<file path="src/rtl/seg7_pkg.sv">
// Shared definitions for the 7-segment message scroller: FSM encodings,
// the hex-to-segment table and display constants.
package seg7_pkg;

  typedef enum logic {
    ST_SHOW  = 1'b0,
    ST_BLANK = 1'b1
  } state_t;

  localparam logic [7:0] SEG_BLANK = 8'h00;
  localparam int         DP_BIT    = 7;

  // Segment patterns in gfedcba order, indexed by the hex digit value.
  localparam logic [6:0] HEX7_TABLE [16] = '{
    7'h3F, 7'h06, 7'h5B, 7'h4F, 7'h66, 7'h6D, 7'h7D, 7'h07,
    7'h7F, 7'h6F, 7'h77, 7'h7C, 7'h39, 7'h5E, 7'h79, 7'h71
  };

  function automatic logic [6:0] hex7(input logic [3:0] digit);
    return HEX7_TABLE[digit];
  endfunction

endpackage

</file>
<file path="src/rtl/seg7_hex_decoder.sv">
// Combinational 4-bit hex digit to active-high 7-segment pattern (gfedcba).
module seg7_hex_decoder
  import seg7_pkg::*;
(
  input  logic [3:0] i_nibble,
  output logic [6:0] o_segs
);

  assign o_segs = hex7(i_nibble);

endmodule

</file>
<file path="src/rtl/seg7_msg_scroller.sv">
// Scrolls a fixed hex message on a 7-segment display: each digit is shown for
// one tick period, followed by a blank period; dp marks the last digit.
module seg7_msg_scroller
  import seg7_pkg::*;
#(
  parameter int                     PRESCALE = 4,
  parameter int                     MSG_LEN  = 3,
  parameter logic [4*MSG_LEN-1:0]   MESSAGE  = 12'h1A0
) (
  input  logic       clk,
  input  logic       rst,
  input  logic       en,
  output logic [7:0] seg_out,
  output logic       msg_wrap
);

  localparam int             PW         = $clog2(PRESCALE);
  localparam int             IW         = (MSG_LEN > 1) ? $clog2(MSG_LEN) : 1;
  localparam logic [PW-1:0]  PRESC_LAST = PW'(PRESCALE - 1);
  localparam logic [IW-1:0]  IDX_LAST   = IW'(MSG_LEN - 1);

  logic [PW-1:0] r_presc;
  logic          w_tick;

  state_t        r_state;
  state_t        w_state_nxt;
  logic [IW-1:0] r_idx;
  logic [IW-1:0] w_idx_nxt;
  logic          r_wrap_pend;
  logic          w_wrap_nxt;

  logic [3:0]    w_nibble;
  logic [6:0]    w_segs;
  logic [7:0]    w_disp;

  assign w_tick = en && (r_presc == PRESC_LAST);

  // NOTE: state registers use non-blocking (<=) so every flop samples the
  // pre-edge values of its neighbours, matching real hardware.
  always_ff @(posedge clk or negedge rst) begin
    if (!rst) begin
      r_presc <= '0;
    end else if (en) begin
      r_presc <= w_tick ? '0 : r_presc + PW'(1);
    end
  end

  // NOTE: every signal of a combinational block gets a default first, so no
  // path leaves it unassigned and no latch is inferred.
  always_comb begin
    w_state_nxt = r_state;
    w_idx_nxt   = r_idx;
    w_wrap_nxt  = 1'b0;
    case (r_state)
      ST_SHOW: begin
        if (w_tick) w_state_nxt = ST_BLANK;
      end
      ST_BLANK: begin
        if (w_tick) begin
          w_state_nxt = ST_SHOW;
          if (r_idx == IDX_LAST) begin
            w_idx_nxt  = '0;
            w_wrap_nxt = 1'b1;
          end else begin
            w_idx_nxt = r_idx + IW'(1);
          end
        end
      end
      default: w_state_nxt = ST_SHOW;
    endcase
  end

  // The wrap flag rides alongside the state so the pulse lands on the same
  // edge that the output register first shows digit 0 again.
  always_ff @(posedge clk or negedge rst) begin
    if (!rst) begin
      r_state     <= ST_SHOW;
      r_idx       <= '0;
      r_wrap_pend <= 1'b0;
    end else if (en) begin
      r_state     <= w_state_nxt;
      r_idx       <= w_idx_nxt;
      r_wrap_pend <= w_wrap_nxt;
    end
  end

  always_comb begin
    w_nibble = '0;
    for (int k = 0; k < MSG_LEN; k++) begin
      if (r_idx == IW'(k)) w_nibble = MESSAGE[4*(MSG_LEN-1-k) +: 4];
    end
  end

  seg7_hex_decoder u_dec (
    .i_nibble (w_nibble),
    .o_segs   (w_segs)
  );

  always_comb begin
    w_disp = SEG_BLANK;
    if (r_state == ST_SHOW) begin
      w_disp[6:0]    = w_segs;
      w_disp[DP_BIT] = (r_idx == IDX_LAST);
    end
  end

  always_ff @(posedge clk or negedge rst) begin
    if (!rst) begin
      seg_out  <= SEG_BLANK;
      msg_wrap <= 1'b0;
    end else if (en) begin
      seg_out  <= w_disp;
      msg_wrap <= r_wrap_pend;
    end else begin
      msg_wrap <= 1'b0;
    end
  end

endmodule

</file>
<file path="config.mk">
export PLATFORM = sky130hd
export DESIGN_NAME = seg7_msg_scroller
export DESIGN_NICKNAME = d
export VERILOG_FILES = /design/src/rtl/seg7_pkg.sv /design/src/rtl/seg7_hex_decoder.sv /design/src/rtl/seg7_msg_scroller.sv
export SDC_FILE = /design/constraint.sdc
export NUM_CORES = 1
export LEC_CHECK = 0
export CAP_MARGIN = 20
export CORE_ASPECT_RATIO = 0.9
export CORE_MARGIN = 2
export CORE_UTILIZATION = 35
export DETAILED_ROUTE_END_ITERATION = 10
export GPL_TIMING_DRIVEN = 0
export PLACE_DENSITY = 0.68
export SYNTH_ARGS = -nofsm -noshare
export SYNTH_HDL_FRONTEND = slang
export SYNTH_SLANG_ARGS = --single-unit
</file>
<file path="constraint.sdc">
create_clock -name clk -period 1.89 [get_ports clk]
set_input_delay 0.4725 -clock clk [delete_from_list [all_inputs] [get_ports clk]]
set_output_delay 0.4725 -clock clk [all_outputs]
set_load 0.03 [all_outputs]
</file>
# --- After elaboration in Yosys (flattened, before gate mapping) ---
# Memory sizes are Yosys's and may differ from the RTL's.
# Index checks and enable logic that the tools add are counted.
totals:
  rom_bits: 112
  wordCells: 33
  reg_bits: 15
  inputBits: 3
  mem_count: 1
classes:
  order_cmp: 1
  add_sub_neg: 2
  reduce_logical: 3
  n_bitwise: 2
  n_eq_ne: 3
  mux: 15
mem_list:
  columns: ["memory", "depth", "width", "read_ports", "rd_ports_with_merged_regs", "wr", "line_no", "source"]
  rows:
  - ["(name not given)", 16, 7, 1, 0, 0, "seg7_pkg.sv:20", "return HEX7_TABLE[digit];"]
ops:
  columns: ["cell", "count"]
  rows:
  - ["$mux W7", 2]
  - ["$mux W4", 2]
  - ["$mux W8", 1]
  - ["$mux W1", 7]
  - ["$ge A5 B5 Y1 const B", 1]
  - ["$not A4 Y5", 1]
  - ["$add A2 B1 Y2 const B", 2]
  - ["$eq A2 B2 Y1 const B", 2]
  - ["$mux W2", 2]
  - ["$reduce_and A3 Y1", 1]
  - ["$eq A2 B1 Y1 const B", 1]
  - ["$logic_not A2 Y1", 1]
  - ["$pmux W1 S2", 1]
  - ["$logic_and A1 B1 Y1", 1]
  - ["$not A1 Y1", 1]

# --- Depth between registers and ports, before layout ---
# Gate-level depths: netlist of the first run.
depth:
  ltp_word: 9
  mapped_depth: 4

# --- By module ---
# A second synthesis of the first run with hierarchy kept.
hier_totals:
  hier_cells: 88
  area_unflattened_um2: 958.4
by_module_without_submodules:
  columns: ["module", "seq_area_each_um2", "cells_each", "n_inst", "area_each_um2"]
  rows:
  - ["seg7_msg_scroller", 375.4, 55, 1, 670.6]
  - ["seg7_hex_decoder", 0.0, 33, 1, 287.8]

# --- Worst setup path before layout of the first run ---
# Ideal clock, no wire load.
synth_timing:
  path_type: "register to register"
  startpoint: "register r_presc[0]"
  endpoint: "register r_state"
  arrival_time_ps: 1207
  slack_ps: 558
  stages_incl_launch_ff: 5
  setup_ps: 125
  cell_sequence: "dfrtp_1 -> ha_1 -> and2_1 -> ha_1 -> mux2_4"
synth_between:
  elab_chain_len: 4
synth_rtl:
  columns: ["item", "line_no", "source"]
  rows:
  - ["start: declaration", "seg7_msg_scroller.sv:22", "logic [PW-1:0] r_presc;"]
  - ["start signal: assignment", "seg7_msg_scroller.sv:44", "r_presc <= w_tick ? '0 : r_presc + PW'(1);"]
  - ["$eq A2 B2 Y1 (*)", "seg7_msg_scroller.sv:36", "assign w_tick = en && (r_presc == PRESC_LAST);"]
  - ["$logic_and A1 B1 Y1 (*)", "seg7_msg_scroller.sv:36", null]
  - ["$mux W1, on equally long branches", "seg7_msg_scroller.sv:59, seg7_msg_scroller.sv:56", null]
  - ["$pmux W1 S2 (*)", "seg7_msg_scroller.sv:54", "case (r_state)"]
  - ["named net w_state_nxt", "seg7_msg_scroller.sv:26", "state_t w_state_nxt;"]
  - ["end signal: assignment", "seg7_msg_scroller.sv:81", "r_state <= w_state_nxt;"]
  - ["end: declaration", "seg7_msg_scroller.sv:25", "state_t r_state;"]
# The timed path passes the listed nets; every way through them passes the cells marked *.
# A chain may end at the register's enable or synchronous reset.

# --- Final worst setup path of the first run ---
layout_timing:
  startpoint: "register seg_out[1]"
  endpoint: "output seg_out[1]"
layout_rtl:
  columns: ["item", "line_no", "source"]
  rows:
  - ["start: declaration", "seg7_msg_scroller.sv:13", "output logic [7:0] seg_out,"]
  - ["start signal: assignment", "seg7_msg_scroller.sv:112", "seg_out <= w_disp;"]
# No word-level cell between the ends.

==> results of run 1 <==
-- final timing paths --
| path | startpoint | to | cells past startpoint |
|---|---|---|---|
| max | seg_out[1] | seg_out[1] | 1 |
| min | r_presc[0] | r_presc[0] | 1 |
| max reg2reg | r_presc[0] | r_state | 4 |
| min reg2reg | r_presc[0] | r_presc[0] | 1 |
| max in group asynchronous | rst | r_wrap_pend | 1 |
| min in group asynchronous | rst | r_state | 1 |
-- per-stage QoR --
stage	cells	total power [uW]
after floorplan	46	880
after global placement	81	1080
after detailed placement	81	1090
after CTS	85	1260
after global routing	85	1350
final	85	1240
-- layout make-up --
type | instances | area [um2]
Fill cell | 170 | 871
Sequential cell | 13 | 325
Multi-Input combinational cell | 24 | 218
Timing Repair Buffer | 11 | 110
Tap cell | 24 | 30.0
Clock buffer | 4 | 26.3
Buffer | 3 | 26.3
Inverter | 6 | 22.5
-- synthesized netlist by cell type (all sizes together) --
cell / instances / area share [%]
a41o: 1 / 1.7
and2: 2 / 2.1
buf: 3 / 4.4
dfrtp: 13 / 55
ha: 3 / 6.3
inv: 6 / 3.8
mux2: 6 / 14
mux2i: 1 / 1.7
nand2b: 2 / 2.1
nor2: 3 / 1.9
nor2b: 2 / 2.1
o21ai: 1 / 0.84
o22ai: 1 / 1.1
o32ai: 2 / 3.0
-- cell families after synthesis --
kind of cell | after synthesis | synth area share, %
compound gates | 5 | 6.55
fa+ha+maj | 3 | 6.34
buf+inv | 9 | 8.24
flops | 13 | 55.0
mux | 7 | 15.6
simple gates | 9 | 8.24
-- metal layers --
layer | up-vias | wire length (um) | GRT usage [%]
li1 | 183 | - | -
met1 | 176 | 483 | 17.3
met2 | 14 | 391 | 16.8
met3 | 3 | 55 | 7.66
met4 | 0 | 17 | 5.00
met5 | - | 0 | 0
-- state kept, by name, indices dropped and copies added (netlist names) --
register	count
r_presc	2
r_wrap_pend	1
r_idx	2
r_state	1
msg_wrap	1
seg_out	6
-- report_power, final --
group	total, uW	leakage (uW)	switching [uW]	internal [uW]
Clock	173	0.0000150	91.4	82.0
Combinational	593	0.000204	294	299
Sequential	472	0.000164	89.1	383
-- timing repair --
action,in CTS,in global routing
endpoints found under the setup margin,2,1
resized for setup,2,1
hold endpoints to repair,0,0
pin swaps,0,0
buffers inserted,0,0
==> flow_summary_export.csv, run 1 <==
group,metric,value,unit
placed_design,gp_congestion,0.740,
routing,drt_first_iter_violations,5,
routing,dr.pass1.iters,2,
cts,cts_buffer_depth,2,
synthesis,ys_seq_elements,13,
floorplan,dieArea,2040,um2
synthesis,synth_area,592,um2
timing,hold_viol_final,0,
timing,setup_slack,0.105,ns
synthesis,postSynthAreaPerCell,12.9,um2
min_path,min_path_type,"reg2reg",
timing,setup_violations,0,
cts,cts_inserted_buffers,3,
worst_setup_path,critical_path.top_delay_family,"buffers and inverters",
timing,finalCritPeriodShare,94.5,%
cts,clk_latency,0.28,ns
worst_setup_path,cp.required,1.42,ns
routing,drc,0,
placed_design,dp.final_hpwl,662,um
global_routing,grt_pass1_wl,1750,um
synthesis,ys_warn_count,0,
timing,fin_skew,0.00114,ns
routing,dr_total_vias,376,
placed_design,portBuffers,11,
cts,clkSinkCount,13,
worst_setup_path,max_stage_delay,0.67,ns
floorplan,ios,12,
worst_setup_path,worstSetupPathType,"reg2out",
timing,fin_setup_tns,0,ns
outcome,outcome,"finished clean",
power_and_ir_drop,ir_drop,0.639,mV
cells_and_area,drive_gt1_share,19.7,%
timing,worst_pin_slew,0.594,ns
power_and_ir_drop,p_leak,0.000383,uW
global_routing,grt_max_degree,14,
worst_setup_path,crit_fanout,2,
timing,maxSlewViolCount,0,
cells_and_area,final_cell_mix,"dfrtp_1 (13), clkdlybuf4s50_1 (8), inv_1 (6)",
global_routing,track_usage,12.9,%
routing,antenna_left,0,
global_routing,antenna_found_initial,0,
timing,min_period,1.79,ns
synthesis,synth_nets,52,
cts,cts_tree,"done",
floorplan,start_util,36.3,%
cells_and_area,final_util,46.5,%
floorplan,die_h,43.0,um
timing,rsz0062_at_grt,"false",
cts,root_buffer,"clkbuf_4",
worst_setup_path,critPathCaptureType,"primary output",
timing,relSlewSlack,60.3,%
routing,wl_per_cell,11.2,um
cells_and_area,area_growth,28.1,%
synthesis,synthCells,46,
cells_and_area,antenna_cells,0,
cells_and_area,layout_commonest_cell,"dfrtp_1",
worst_setup_path,reg2reg_slack,0.50,ns
cells_and_area,final_nets,68,
cts,clk_pin_slew_worst_paths,0.08,ns
synthesis,ys_seq_area_share,55.0,%
floorplan,die_w,47.3,um
job,maxCapViolCount,0,
routing,routed_wl,948,um
global_routing,grt-ovfl-total,0,
power_and_ir_drop,powerDensity,1630,nW/um2
global_routing,grt_pass1_vias,394,
cts,hold_buffers,0,
placed_design,place_area,732,um2
floorplan,rows,14,
worst_setup_path,crit_path_top_delay_cell,"clkdlybuf4s50_1",
worst_setup_path,critPathArrivalTime,1.31,ns
routing,avgViaCountPerCell,4.42,
placed_design,dp_slack,0.0215,ns
timing,max_freq,560,MHz
worst_setup_path,cp_cell_sequence,"clkdlybuf4s50_1",
worst_setup_path,worst-path-buf-inv,1,
cts,htreeDepth,1,
synthesis,ys_types,16,
worst_setup_path,critPathLaunchType,"flip-flop",
floorplan,core,1630,um2
cells_and_area,fin_area,758,um2
timing,fin_hold_ws,0.484,ns
Note: power is estimated with default switching activity, not from simulation.
==> run 2, diff against run 1 <==
--- a/config.mk
+++ b/config.mk
@@ -11,7 +11,7 @@
 export CORE_UTILIZATION = 35
 export DETAILED_ROUTE_END_ITERATION = 10
 export GPL_TIMING_DRIVEN = 0
-export PLACE_DENSITY = 0.68
+export PLACE_DENSITY_LB_ADDON = 0.3
 export SYNTH_ARGS = -nofsm -noshare
 export SYNTH_HDL_FRONTEND = slang
 export SYNTH_SLANG_ARGS = --single-unit
==> run 2 against run 1 <==
Compared with the run above:
- worst setup slack better by 0.0094 ns
- worst hold slack got worse by 0.0028 ns
- utilization is the same
- design area unchanged
- critical endpoint is now seg_out[7]
- largest power group unchanged
==> flow_summary_export.csv, run 2 (synthesis results as in run 1) <==
group,metric,value,unit
power_and_ir_drop,p_comb_share,48.0,%
routing,drc,0,
cts,root_buffer,"clkbuf_4",
timing,setup_violations,0,
power_and_ir_drop,p_leak,0.000383,uW
cts,cts_tree,"done",
power_and_ir_drop,internal_power,764,uW
placed_design,gp_congestion,0.703,
timing,relSlewSlack,60.4,%
routing,wl_met3,45,um
job,maxCapViolCount,0,
cts,cts_buffer_depth,2,
worst_setup_path,crit_path_top_delay_cell,"clkdlybuf4s50_1",
routing,wl_met2,449,um
timing,rsz0062_at_grt,"false",
power_and_ir_drop,p_switching,465,uW
power_and_ir_drop,powerDensity,1620,nW/um2
routing,wl_per_cell,11.3,um
cells_and_area,drive_gt1_share,19.7,%
timing,fin_skew,0.00369,ns
global_routing,grt-ovfl-total,0,
timing,setup_slack,0.114,ns
worst_setup_path,max_stage_delay,0.67,ns
timing,maxSlewViolCount,0,
worst_setup_path,critPathCaptureType,"primary output",
power_and_ir_drop,clockPowerShare,13.7,%
global_routing,track_usage,11.6,%
cells_and_area,antenna_cells,0,
routing,routed_wl,964,um
cells_and_area,area_growth,28.1,%
worst_setup_path,cp_cell_sequence,"clkdlybuf4s50_1",
routing,dr.pass1.iters,2,
worst_setup_path,worstSetupPathType,"reg2out",
cells_and_area,reg_top3,"seg_out x6, r_idx x2, r_presc x2",
cells_and_area,largest_reg_flops,6,
routing,antenna_left,0,
worst_setup_path,critPathLaunchType,"flip-flop",
min_path,min_path_type,"reg2reg",
placed_design,dp_slack,0.0170,ns
cts,cts_inserted_buffers,3,
routing,wl_met1,456,um
outcome,outcome,"finished clean",
floorplan,start_util,36.3,%
timing,min_period,1.78,ns
cts,clk_latency,0.27,ns
floorplan,ios,12,
routing,avgViaCountPerCell,4.49,
power_and_ir_drop,ir_drop,0.795,mV
cells_and_area,final_cell_mix,"dfrtp_1 (13), clkdlybuf4s50_1 (8), inv_1 (6)",
cells_and_area,final_nets,68,
floorplan,dieArea,2040,um2
global_routing,grt_pass1_vias,355,
timing,finalCritPeriodShare,94.0,%
placed_design,dp.final_hpwl,696,um
worst_setup_path,r2r_start,"r_presc[0]",
cts,htreeDepth,1,
cells_and_area,regMostFlops,"seg_out",
global_routing,antenna_found_initial,0,
routing,drt_first_iter_violations,1,
min_path,hold_start,"r_wrap_pend",
timing,worst_pin_slew,0.592,ns
power_and_ir_drop,p_sw_share,37.9,%
worst_setup_path,critPathArrivalTime,1.30,ns
worst_setup_path,startpoint,"seg_out[7]",
power_and_ir_drop,seqPwrFrac,38.2,%
timing,max_freq,563,MHz
placed_design,portBuffers,11,
global_routing,grt_max_degree,14,
cells_and_area,layout_commonest_cell,"dfrtp_1",
timing,fin_setup_tns,0,ns
worst_setup_path,worst-path-buf-inv,1,
floorplan,core,1630,um2
cts,clkSinkCount,13,
worst_setup_path,critical_path.top_delay_family,"buffers and inverters",
floorplan,rows,14,
floorplan,die_h,43.0,um
global_routing,grt_pass1_wl,1570,um
cts,clk_pin_slew_worst_paths,0.08,ns
routing,dr_total_vias,382,
worst_setup_path,crit_fanout,2,
floorplan,die_w,47.3,um
timing,hold_viol_final,0,
routing,top_layer,"met4",
worst_setup_path,cp.required,1.42,ns
run 2: cell counts in the layout (fill, tap and decap cells not counted):
Identical to the previous run, type by type.
run 2: layout make-up:
cell class                 count  area, um2
fill                         166        871
clock buffer                   4       26.3
sequential                    13        325
tap                           24       30.0
inverter                       6       22.5
multi-input combinational     24        218
buffer                         3       26.3
timing repair buffer          11        110
run 2: power by group through the flow:
stage	sequential (uW)	combinational [uW]	clock, uW
2_1_floorplan	569	311	0
3_3_place_gp	475	605	0
3_5_place_dp	479	617	0
4_1_cts	474	603	182
5_1_grt	490	643	196
6_report	470	590	169
run 2: final timing paths:
check,end,slack [ns],depth (start not counted)
setup / recovery,seg_out[7],0.11,1
hold / removal,msg_wrap,0.48,1
setup reg to reg,r_state,0.52,4
hold reg to reg,msg_wrap,0.48,1
max in group asynchronous,r_idx[1],0.93,1
min in group asynchronous,seg_out[7],0.57,1
run 2: what timing repair did:
item | CTS | global route
buffers inserted | 0 | 0
gates resized for setup | 2 | 1
endpoints found under the setup margin | 2 | 1
hold buffers | 0 | 0
run 2: layer usage:
metal,GRT usage (%),up-vias
met3,6.38,2
met4,5.00,0
met1,14.2,185
met2,16.5,10
li1,-,185
met5,0,-
run 2: per-stage QoR:
step | hold WS, ns | util [%] | area [um2] | std cells | total power [uW]
2_1_floorplan | 0.177 | - | 592 | 46 | 880
3_3_place_gp | 0.464 | 44.9 | 732 | 81 | 1080
3_5_place_dp | 0.465 | 44.9 | 732 | 81 | 1100
4_1_cts | 0.486 | 46.4 | 756 | 85 | 1260
5_1_grt | 0.499 | 46.5 | 758 | 85 | 1330
6_report | 0.482 | 46.5 | 758 | 85 | 1230
